<file path="src/rtl/keypad_entry.sv">
// keypad_entry: 4x4 matrix keypad scanner with frame debounce, BCD digit
// entry and sequential BCD-to-binary conversion feeding a counter preset.
// Optional auto-repeat on held digit/backspace keys: define KEYPAD_REPEAT_EN.
module keypad_entry #(
   parameter int CLK_HZ          = 50000000,
   parameter int SCAN_HZ         = 1000,
   parameter int DEBOUNCE_FRAMES = 4,
   parameter int REPEAT_DELAY    = 128,
   parameter int REPEAT_RATE     = 32
) (
   input  logic        clk_50MHz,
   input  logic        reset_button,
   input  logic [3:0]  col,
   output logic [3:0]  row,
   output logic [3:0]  key_code,
   output logic        key_valid,
   output logic [15:0] entry_bcd,
   output logic [2:0]  digit_cnt,
   output logic [15:0] load_value,
   output logic        load_valid
);

   localparam int DWELL = CLK_HZ / SCAN_HZ;
   localparam int DW    = (DWELL > 1) ? $clog2(DWELL) : 1;
   localparam int DBW   = $clog2(DEBOUNCE_FRAMES + 1);
   // Frame candidate: bit 4 set means no single key (none or ghosted).
   localparam logic [4:0] NONE = 5'h10;

   typedef enum logic [1:0] {S_IDLE, S_ENTRY, S_CONVERT} state_t;

   logic [3:0]     col_meta_q, col_sync_q;
   logic [DW-1:0]  div_q;
   logic [1:0]     row_idx_q;
   logic           sample, frame_end;
   logic [1:0]     hits_q, hits_d, hits_base;
   logic [3:0]     code_q, code_d, code_this;
   logic [2:0]     n_this, hits_sum;
   logic [3:0]     closed;
   logic [4:0]     cand;
   logic [4:0]     last_q, last_d, stable_q, stable_d;
   logic [DBW-1:0] same_q, same_d;
   logic           press;
   logic           rpt_fire;
   logic           key_valid_q, key_valid_d;
   logic [3:0]     key_code_q, key_code_d;
   state_t         state_q;
   logic [15:0]    entry_q;
   logic [2:0]     cnt_q;
   logic [13:0]    acc_q, acc_step;
   logic [1:0]     idx_q;
   logic [3:0]     conv_nib;
   logic [15:0]    load_value_q;
   logic           load_valid_q;

   function automatic logic [3:0] key_map(input logic [3:0] rc);
      logic [3:0] k;
      case (rc)
         4'd0:  k = 4'h1;  4'd1:  k = 4'h2;  4'd2:  k = 4'h3;  4'd3:  k = 4'hA;
         4'd4:  k = 4'h4;  4'd5:  k = 4'h5;  4'd6:  k = 4'h6;  4'd7:  k = 4'hB;
         4'd8:  k = 4'h7;  4'd9:  k = 4'h8;  4'd10: k = 4'h9;  4'd11: k = 4'hC;
         4'd12: k = 4'hE;  4'd13: k = 4'h0;  4'd14: k = 4'hF;  default: k = 4'hD;
      endcase
      return k;
   endfunction

   // Two-flop synchroniser for the asynchronous column inputs
   always_ff @(posedge clk_50MHz or negedge reset_button) begin
      if (!reset_button) begin
         col_meta_q <= '1;
         col_sync_q <= '1;
      end else begin
         col_meta_q <= col;
         col_sync_q <= col_meta_q;
      end
   end

   assign sample    = (div_q == DW'(DWELL - 1));
   assign frame_end = sample && (row_idx_q == 2'd3);
   assign row       = ~(4'b0001 << row_idx_q);
   assign closed    = ~col_sync_q;

   // Row dwell timer and row index
   always_ff @(posedge clk_50MHz or negedge reset_button) begin
      if (!reset_button) begin
         div_q     <= '0;
         row_idx_q <= '0;
      end else if (sample) begin
         div_q     <= '0;
         row_idx_q <= row_idx_q + 2'd1;
      end else begin
         div_q <= div_q + 1'b1;
      end
   end

   // Count closed contacts in this row sample and fold into the frame tally
   always_comb begin
      n_this    = '0;
      code_this = '0;
      for (int unsigned c = 0; c < 4; c++) begin
         n_this = n_this + {2'b00, closed[c]};
         if (closed[c]) code_this = key_map({row_idx_q, c[1:0]});
      end
      hits_base = (row_idx_q == 2'd0) ? 2'd0 : hits_q;
      hits_sum  = {1'b0, hits_base} + n_this;
      hits_d    = (hits_sum > 3'd2) ? 2'd2 : hits_sum[1:0];
      code_d    = (n_this == 3'd1 && hits_base == 2'd0) ? code_this : code_q;
      cand      = (hits_sum == 3'd1) ? {1'b0, code_d} : NONE;
   end

   // Frame accumulator registers, updated on each row sample
   always_ff @(posedge clk_50MHz or negedge reset_button) begin
      if (!reset_button) begin
         hits_q <= '0;
         code_q <= '0;
      end else if (sample) begin
         hits_q <= hits_d;
         code_q <= code_d;
      end
   end

   // Debounce: a key only becomes stable from the released state, so a
   // direct K->J change is held at K until a stable release is seen.
   always_comb begin
      same_d   = same_q;
      last_d   = last_q;
      stable_d = stable_q;
      press    = 1'b0;
      if (frame_end) begin
         if (cand == last_q) begin
            if (same_q < DBW'(DEBOUNCE_FRAMES)) same_d = same_q + 1'b1;
         end else begin
            last_d = cand;
            same_d = DBW'(1);
         end
         if (same_d == DBW'(DEBOUNCE_FRAMES)) begin
            if (cand == NONE) begin
               stable_d = NONE;
            end else if (stable_q == NONE) begin
               stable_d = cand;
               press    = 1'b1;
            end
         end
      end
   end

`ifdef KEYPAD_REPEAT_EN
   localparam int RPT_MAX = (REPEAT_DELAY > REPEAT_RATE) ? REPEAT_DELAY : REPEAT_RATE;
   localparam int RW      = $clog2(RPT_MAX + 1);

   logic [RW-1:0] rpt_cnt_q, rpt_cnt_d, rpt_limit;
   logic          rpt_fast_q, rpt_fast_d;

   // Auto-repeat frame counting while a digit or backspace stays held
   always_comb begin
      rpt_cnt_d  = rpt_cnt_q;
      rpt_fast_d = rpt_fast_q;
      rpt_fire   = 1'b0;
      rpt_limit  = rpt_fast_q ? RW'(REPEAT_RATE) : RW'(REPEAT_DELAY);
      if (frame_end) begin
         if (stable_q != NONE && cand == stable_q &&
             (stable_q[3:0] <= 4'h9 || stable_q[3:0] == 4'hB)) begin
            if ((rpt_cnt_q + 1'b1) == rpt_limit) begin
               rpt_cnt_d  = '0;
               rpt_fast_d = 1'b1;
               rpt_fire   = 1'b1;
            end else begin
               rpt_cnt_d = rpt_cnt_q + 1'b1;
            end
         end else begin
            rpt_cnt_d  = '0;
            rpt_fast_d = 1'b0;
         end
      end
   end

   // Auto-repeat state registers
   always_ff @(posedge clk_50MHz or negedge reset_button) begin
      if (!reset_button) begin
         rpt_cnt_q  <= '0;
         rpt_fast_q <= 1'b0;
      end else begin
         rpt_cnt_q  <= rpt_cnt_d;
         rpt_fast_q <= rpt_fast_d;
      end
   end
`else
   assign rpt_fire = 1'b0;
`endif

   assign key_valid_d = press | rpt_fire;
   assign key_code_d  = press ? cand[3:0] : (rpt_fire ? stable_q[3:0] : key_code_q);

   // Debounce state and registered key outputs
   always_ff @(posedge clk_50MHz or negedge reset_button) begin
      if (!reset_button) begin
         same_q      <= '0;
         last_q      <= NONE;
         stable_q    <= NONE;
         key_valid_q <= 1'b0;
         key_code_q  <= '0;
      end else begin
         same_q      <= same_d;
         last_q      <= last_d;
         stable_q    <= stable_d;
         key_valid_q <= key_valid_d;
         key_code_q  <= key_code_d;
      end
   end

   // Conversion datapath: acc*10 + next nibble, most significant first
   always_comb begin
      case (idx_q)
         2'd0:    conv_nib = entry_q[15:12];
         2'd1:    conv_nib = entry_q[11:8];
         2'd2:    conv_nib = entry_q[7:4];
         default: conv_nib = entry_q[3:0];
      endcase
      acc_step = (acc_q << 3) + (acc_q << 1) + {10'b0, conv_nib};
   end

   // Entry FSM: digit assembly, edit keys, and sequential conversion
   always_ff @(posedge clk_50MHz or negedge reset_button) begin
      if (!reset_button) begin
         state_q      <= S_IDLE;
         entry_q      <= '0;
         cnt_q        <= '0;
         acc_q        <= '0;
         idx_q        <= '0;
         load_value_q <= '0;
         load_valid_q <= 1'b0;
      end else begin
         load_valid_q <= 1'b0;
         case (state_q)
            S_IDLE, S_ENTRY: begin
               if (key_valid_q) begin
                  if (key_code_q <= 4'h9) begin
                     if (cnt_q != 3'd4) begin
                        entry_q <= {entry_q[11:0], key_code_q};
                        cnt_q   <= cnt_q + 3'd1;
                        state_q <= S_ENTRY;
                     end
                  end else if (key_code_q == 4'hB) begin
                     if (cnt_q != 3'd0) begin
                        entry_q <= entry_q >> 4;
                        cnt_q   <= cnt_q - 3'd1;
                        if (cnt_q == 3'd1) state_q <= S_IDLE;
                     end
                  end else if (key_code_q == 4'hC) begin
                     entry_q <= '0;
                     cnt_q   <= '0;
                     state_q <= S_IDLE;
                  end else if (key_code_q == 4'hA && state_q == S_ENTRY) begin
                     acc_q   <= '0;
                     idx_q   <= '0;
                     state_q <= S_CONVERT;
                  end
               end
            end
            S_CONVERT: begin
               // The fourth accumulate step also publishes the result so the
               // strobe lands five cycles after the enter key pulse.
               acc_q <= acc_step;
               idx_q <= idx_q + 2'd1;
               if (idx_q == 2'd3) begin
                  load_value_q <= {2'b00, acc_step};
                  load_valid_q <= 1'b1;
                  entry_q      <= '0;
                  cnt_q        <= '0;
                  state_q      <= S_IDLE;
               end
            end
            default: state_q <= S_IDLE;
         endcase
      end
   end

   assign key_code   = key_code_q;
   assign key_valid  = key_valid_q;
   assign entry_bcd  = entry_q;
   assign digit_cnt  = cnt_q;
   assign load_value = load_value_q;
   assign load_valid = load_valid_q;

endmodule

</file>
<file path="config.mk">
export PLATFORM = sky130hd
export DESIGN_NAME = keypad_entry
export DESIGN_NICKNAME = d
export VERILOG_FILES = /design/src/rtl/keypad_entry.sv
export SDC_FILE = /design/constraint.sdc
export NUM_CORES = 1
export LEC_CHECK = 0
export BUFFER_PORTS_ARGS = -buffer_cell sky130_fd_sc_hd__buf_2
export CORE_AREA = 8 8 111 103
export DETAILED_ROUTE_END_ITERATION = 8
export DIE_AREA = 0 0 119 111
export HOLD_SLACK_MARGIN = 0.08
export MAX_ROUTING_LAYER = met4
export PLACE_DENSITY = 0.79
export SYNTH_ARGS = -nofsm -noshare
export SYNTH_HDL_FRONTEND = slang
export SYNTH_SLANG_ARGS = --single-unit
export TNS_END_PERCENT = 5
</file>
<file path="constraint.sdc">
create_clock -name clk_50MHz -period 4.9 [get_ports clk_50MHz]
set_input_delay 0.49 -clock clk_50MHz [delete_from_list [all_inputs] [get_ports clk_50MHz]]
set_output_delay 0.49 -clock clk_50MHz [all_outputs]
set_load 0.03 [all_outputs]
</file>
* Yosys cells after proc, flatten, opt, wreduce, memory -nomap -nowiden
Cells that the tools add are included.
** Storage, ports and cells
- Input bits :: 6
- ROM bits :: 0
- Output and inout bits :: 45
- Flip-flop bits (word level) :: 101
- Bits in latches :: 0
- RAM bits :: 0
- Memories :: 0
** Operators by class
- Divide/modulo/power cells :: 0
- Equal/unequal tests :: 31
- Muxes and demuxes :: 63
- $mul :: 0
- Magnitude comparators :: 3
- Bitwise logic cells :: 3
- Shift-type cells :: 1
- Add/sub/neg operators :: 12
- Reductions and logical operators :: 17
** Operators with widths (count)
- $mux W16 :: 8
- $mux W13 :: 5
- $pmux W4 S4 :: 3
- $mux W2 :: 16
- $pmux W16 S2 :: 1
- $mux W3 :: 10
- $pmux W13 S2 :: 1
- $mux W4 :: 5
- $reduce_and A6 Y1 :: 3
- $add A16 B1 Y16 const B :: 1
- $eq A16 B16 Y1 const B :: 1
- $mux W5 :: 3
- $add A14 B14 Y14 :: 1
- $add A14 B4 Y14 :: 1
- $eq A4 B4 Y1 const B :: 3
- $ne A2 B2 Y1 const B :: 6
- $ne A4 B4 Y1 const B :: 3
- $pmux W4 S3 :: 1
- $eq A2 B2 Y1 const B :: 5
- $eq A5 B5 Y1 const B :: 2
- $eq A3 B1 Y1 const B :: 3
- $pmux W3 S3 :: 1
- $logic_not A2 Y1 :: 4
- $not A4 Y4 :: 2
- other kinds (26) :: 41

* Longest topological paths before layout
- Word-level depth :: 14
- Mapped depth :: 16
- Mapped depth without buffers :: 16

* Least setup slack after synthesis
OpenSTA, ideal clock, no wires.
- Kind :: flip-flop to flip-flop
- From :: register col_sync_q[0]
- To :: register key_code_q[3] (netlist: key_code[3])
- Data required time :: 4775 ps
- Cell stages (with the launch flop) :: 13
- Arrival :: 3606 ps
- Slack :: 1169 ps
- Setup time :: 125 ps
- Buffers on the path :: 0
- Period minus slack after synthesis :: 3731 ps
- Cells stage by stage :: dfstp_2 -> fa_1 -> inv_1 -> ha_1 -> ha_1 -> inv_1 -> fa_1 -> xor2_1 -> nand3_1 -> o31a_1 -> nor3_4 -> nand4_4 -> mux2_4
** Between the ends
- Word-level cells in the longest chain between the ends :: 14
- Elaborated cells between the ends (all ways) :: 22
- Classes of those cells :: add/sub: 4; eq/ne: 5; mux: 11; bitwise: 1; reduce/logical: 1
** RTL lines
- start, declared :: RTL line 31 : logic [3:0] col_meta_q, col_sync_q;
- start signal, assigned :: RTL line 73 : col_sync_q <= col_meta_q;
- $not A4 Y4 * :: RTL line 80 : assign closed = ~col_sync_q;
- parallel branches: the longest is 6 deep, another holds $add A2 B1 Y3
- $mux W5 * :: RTL line 107 : cand = (hits_sum == 3'd1) ? {1'b0, code_d} : NONE;
- $eq A5 B5 Y1 :: RTL line 129 : if (cand == last_q) begin
- $mux W3 :: RTL line 129
- $mux W3 :: RTL line 128 : if (frame_end) begin
- $eq A3 B3 Y1 :: RTL line 135 : if (same_d == DBW'(DEBOUNCE_FRAMES)) begin
- $mux W1 :: RTL line 135
- $mux W1 :: RTL line 128
- end signal, assigned :: RTL line 206 : key_code_q <= key_code_d;
- end, declared :: RTL line 45 : logic [3:0] key_code_q, key_code_d;
Mark *: on every way between the ends. The select of a mux whose other input is x is not followed.
A chain may end at the register's enable or synchronous reset.

* Worst setup path in the final report
- From :: register col_sync_q[0]
- To :: register key_code_q[2] (netlist: key_code[2])
Same word-level chain as after synthesis.

==> results.md <==
* Fmax at between 200 and 250 MHz
* Final Hold Violating Endpoints at 0
* WL final at 11.83 mm
* Ys flop type: dfrtp_1
* Root buffer cell: clkbuf_8
* Via count at approximately 4300
* Layout cells sized above 1 at around 17%
* Type of the worst setup path: reg -> reg
* Clock sink total at 101
* Multi-input gate area at 2851 µm²
* Maxcap violations at 0
* Syn avg cell area at ~10 µm²
* #FFs+latches synth at 101
* Setup Viol. Count Final at 0
* Number of H-tree levels at 3
* Hold_buf cts at 0
* Status: finished, final reports clean
* Most area-consuming cells after synthesis: dfrtp_1, ha_1, nand2_1
* Combinational share of power at approximately 5.5%
* FF-to-FF Start: col_sync_q[0]
* Setup TNS at 0 ns
* Core Footprint at 9487 µm²
* GP Congestion at 0.8742
* Static leakage at between 3 and 4 nW
* Gr usage total at roughly 19%
* Clk pwr share at around 41%
* Cell taking the most area after synthesis: dfrtp_1
* Initial antenna violation count at 0
* CP max FO at 10
* Total power at about 1.6 mW
* Sequential area share after synthesis at 45.32%
* HP Class: in -> async
* Remaining global-route overflow at 0
* Final period utilization at a little over four fifths
* First-pass GRT wire length at just over 20 mm
* Largest net degree at the start of global routing at 67
* Clk_skew at between 0.01 and 0.015 ns
* Asr flop ratio synth at 100.0%
* Synthesized area at around 5600 µm²
* Power per cell area at around 260 nW/µm²
* Post-route minimum period at 4.106 ns
* Postcts setup bufs at 0
* DRT antenna net count at 0
* Die area at approximately 13000 µm²
* Flop-to-flop setup slack at 0.79 ns
* Net Sw Power at approximately 0.37 mW
* Final Util at 65.37%
* Die W at about 120 µm
* Clk slew on worst S/H paths at 0.10 ns
* Ys Warns at 0
* Initial drt markers at roughly 460
* Cell count of the worst reg-to-reg path at 13
* Ant. Diodes at 0
* Vias in the first global route at roughly 4200
* Sequential Area at roughly 2500 µm²
* Syn Inst Count at about 570
* Area Growth Syn to Fin at 10.65%
* Seq pwr share at a little over half
* Ports at 51
* Post-synth cell types at 70
* Worst path arrival time at between 4 and 5 ns
* Max VDD drop at around 160 µV
* Clk_lat worst skew at between 0.3 and 0.4 ns
* WP data required at around 5.2 ns
* Worst-Margin Slew at between 0.8 and 0.9 ns
* Max-slew headroom at about 42%
* Top cells by count, synth: dfrtp_1, nand2_1, o21ai_0, ha_1, nor2_1
* Initial Util at about three fifths
* PostCTS Resize Cnt at 0
* Via density at around 5.8
* Port bufs at 48
* Yosys top cell area share at about two fifths
* Nature of the critical path startpoint: register
* FP Rows at 34
* Fillers at 757
* Die height at between 100 and 150 µm
* Slew Limit Fails at 0
* Final HPWL DP at approximately 8.5 mm
* Most common cell in the synthesized netlist: dfrtp_1
* RSZ-0062 raised after global routing: false
* Internal power at ~1.2 mW
* Drt wl/cell at 16.01 µm
* EDFF count, synth at 0
* # DRC at 0
* TritonRoute pass-1 iters at 7
* CTS Buffer Depth at 2
* Final #Nets at between 600 and 700
* TritonCTS clock tree: yes
* TritonCTS Buffers at 9
* Sw Ratio at a little under a quarter
* CP endpoint kind: register
* Worst r2r dst: key_code[2]
==> layer usage <==
metal / share of wire [%] / GRT usage, % / routed length, µm / vias up
met5: 0 / - / 0 / -
met4: 1.2 / 5.729 / 147 / 0
met3: 5.8 / 4.837 / 682 / 19
met2: 49 / 29.73 / 5800 / 130
met1: 44 / 22.47 / 5200 / 2062
li1: - / - / - / 2055
==> critical path, stage by stage (launching register included) <==
cell	delay, ns
dfstp_2	0.40
fa_1	0.54
inv_1	0.06
ha_1	0.18
ha_1	0.30
inv_1	0.06
fa_1	0.43
xor2_1	0.24
nand3_1	0.33
a211oi_2	0.28
a221oi_2	0.12
nor3_4	0.48
nand4_4	0.23
mux2_4	0.34
==> cell usage in the layout (no fill, tap or decap), types with 9 or more instances in the layout <==
cell type / netlist / layout
dfstp_2: 10 / 10
inv_1: 33 / 33
xnor2_1: 17 / 17
o21ai_0: 46 / 46
a31oi_1: 9 / 9
dfrtp_1: 91 / 91
nand2_1: 79 / 79
xor2_1: 13 / 13
mux2_2: 10 / 10
nor3_1: 10 / 10
a21oi_1: 19 / 19
clkbuf_8: 0 / 10
nand3_1: 13 / 13
nor2_1: 41 / 41
ha_1: 41 / 41
mux2i_1: 10 / 10
buf_2: 2 / 47
==> power groups by stage <==
stage | logic (mW) | registers [mW] | clock network [mW]
6_report | 0.0871 | 0.843 | 0.658
5_1_grt | 0.0976 | 0.844 | 0.702
4_1_cts | 0.0871 | 0.843 | 0.671
3_3_place_gp | 0.0824 | 0.859 | 0
2_1_floorplan | 0.0579 | 0.857 | 0
3_5_place_dp | 0.0867 | 0.859 | 0
==> cell type report <==
class	instances	share of cell area, %
Multi-Input combinational cell	411	45.98
Sequential cell	101	40.96
Timing Repair Buffer	52	4.399
Tap cell	126	2.542
Clock buffer	10	2.220
Inverter	33	1.998
Clock inverter	6	1.897
==> registers in the layout (all words and copies together) (netlist names), 5 cells and up <==
register	flops
last_q	5
acc_q	13
entry_bcd	16
load_value	14
div_q	16
stable_q	5
==> cells by family after synthesis <==
| group | share of synthesized area (%) |
|---|---|
| buf+inv | 3.862 |
| other cells | 0.06691 |
| flops | 45.32 |
| compound gates | 14.09 |
| xor+xnor | 4.689 |
| mux | 5.403 |
| fa+ha+maj | 10.58 |
| simple gates | 15.99 |
==> stage by stage <==
stage               instance area (µm²)  std cells  hold WS [ns]  setup slack (ns)
finish                             6201        739        0.2078            0.7944
detailed placement                 5946        723        0.3468            0.8490
global placement                   5946        723        0.3463             1.005
CTS                                6201        739        0.1941            0.8001
global route                       6201        739        0.1802            0.5123
floorplan                          5608        567        0.1944             1.169
==> worst max path at each step <==
stage                             start  slack, ns          end  cells after the start
after floorplan           col_sync_q[0]       1.17  key_code[3]                     12
after global placement    col_sync_q[0]       1.00  key_code[3]                     12
after detailed placement  col_sync_q[0]       0.85  key_code[2]                     13
after CTS                 col_sync_q[0]       0.80  key_code[2]                     13
after global routing      col_sync_q[0]       0.51  key_code[2]                     13
final                     col_sync_q[0]       0.79  key_code[2]                     13
Power figures use the tool's default switching activity.
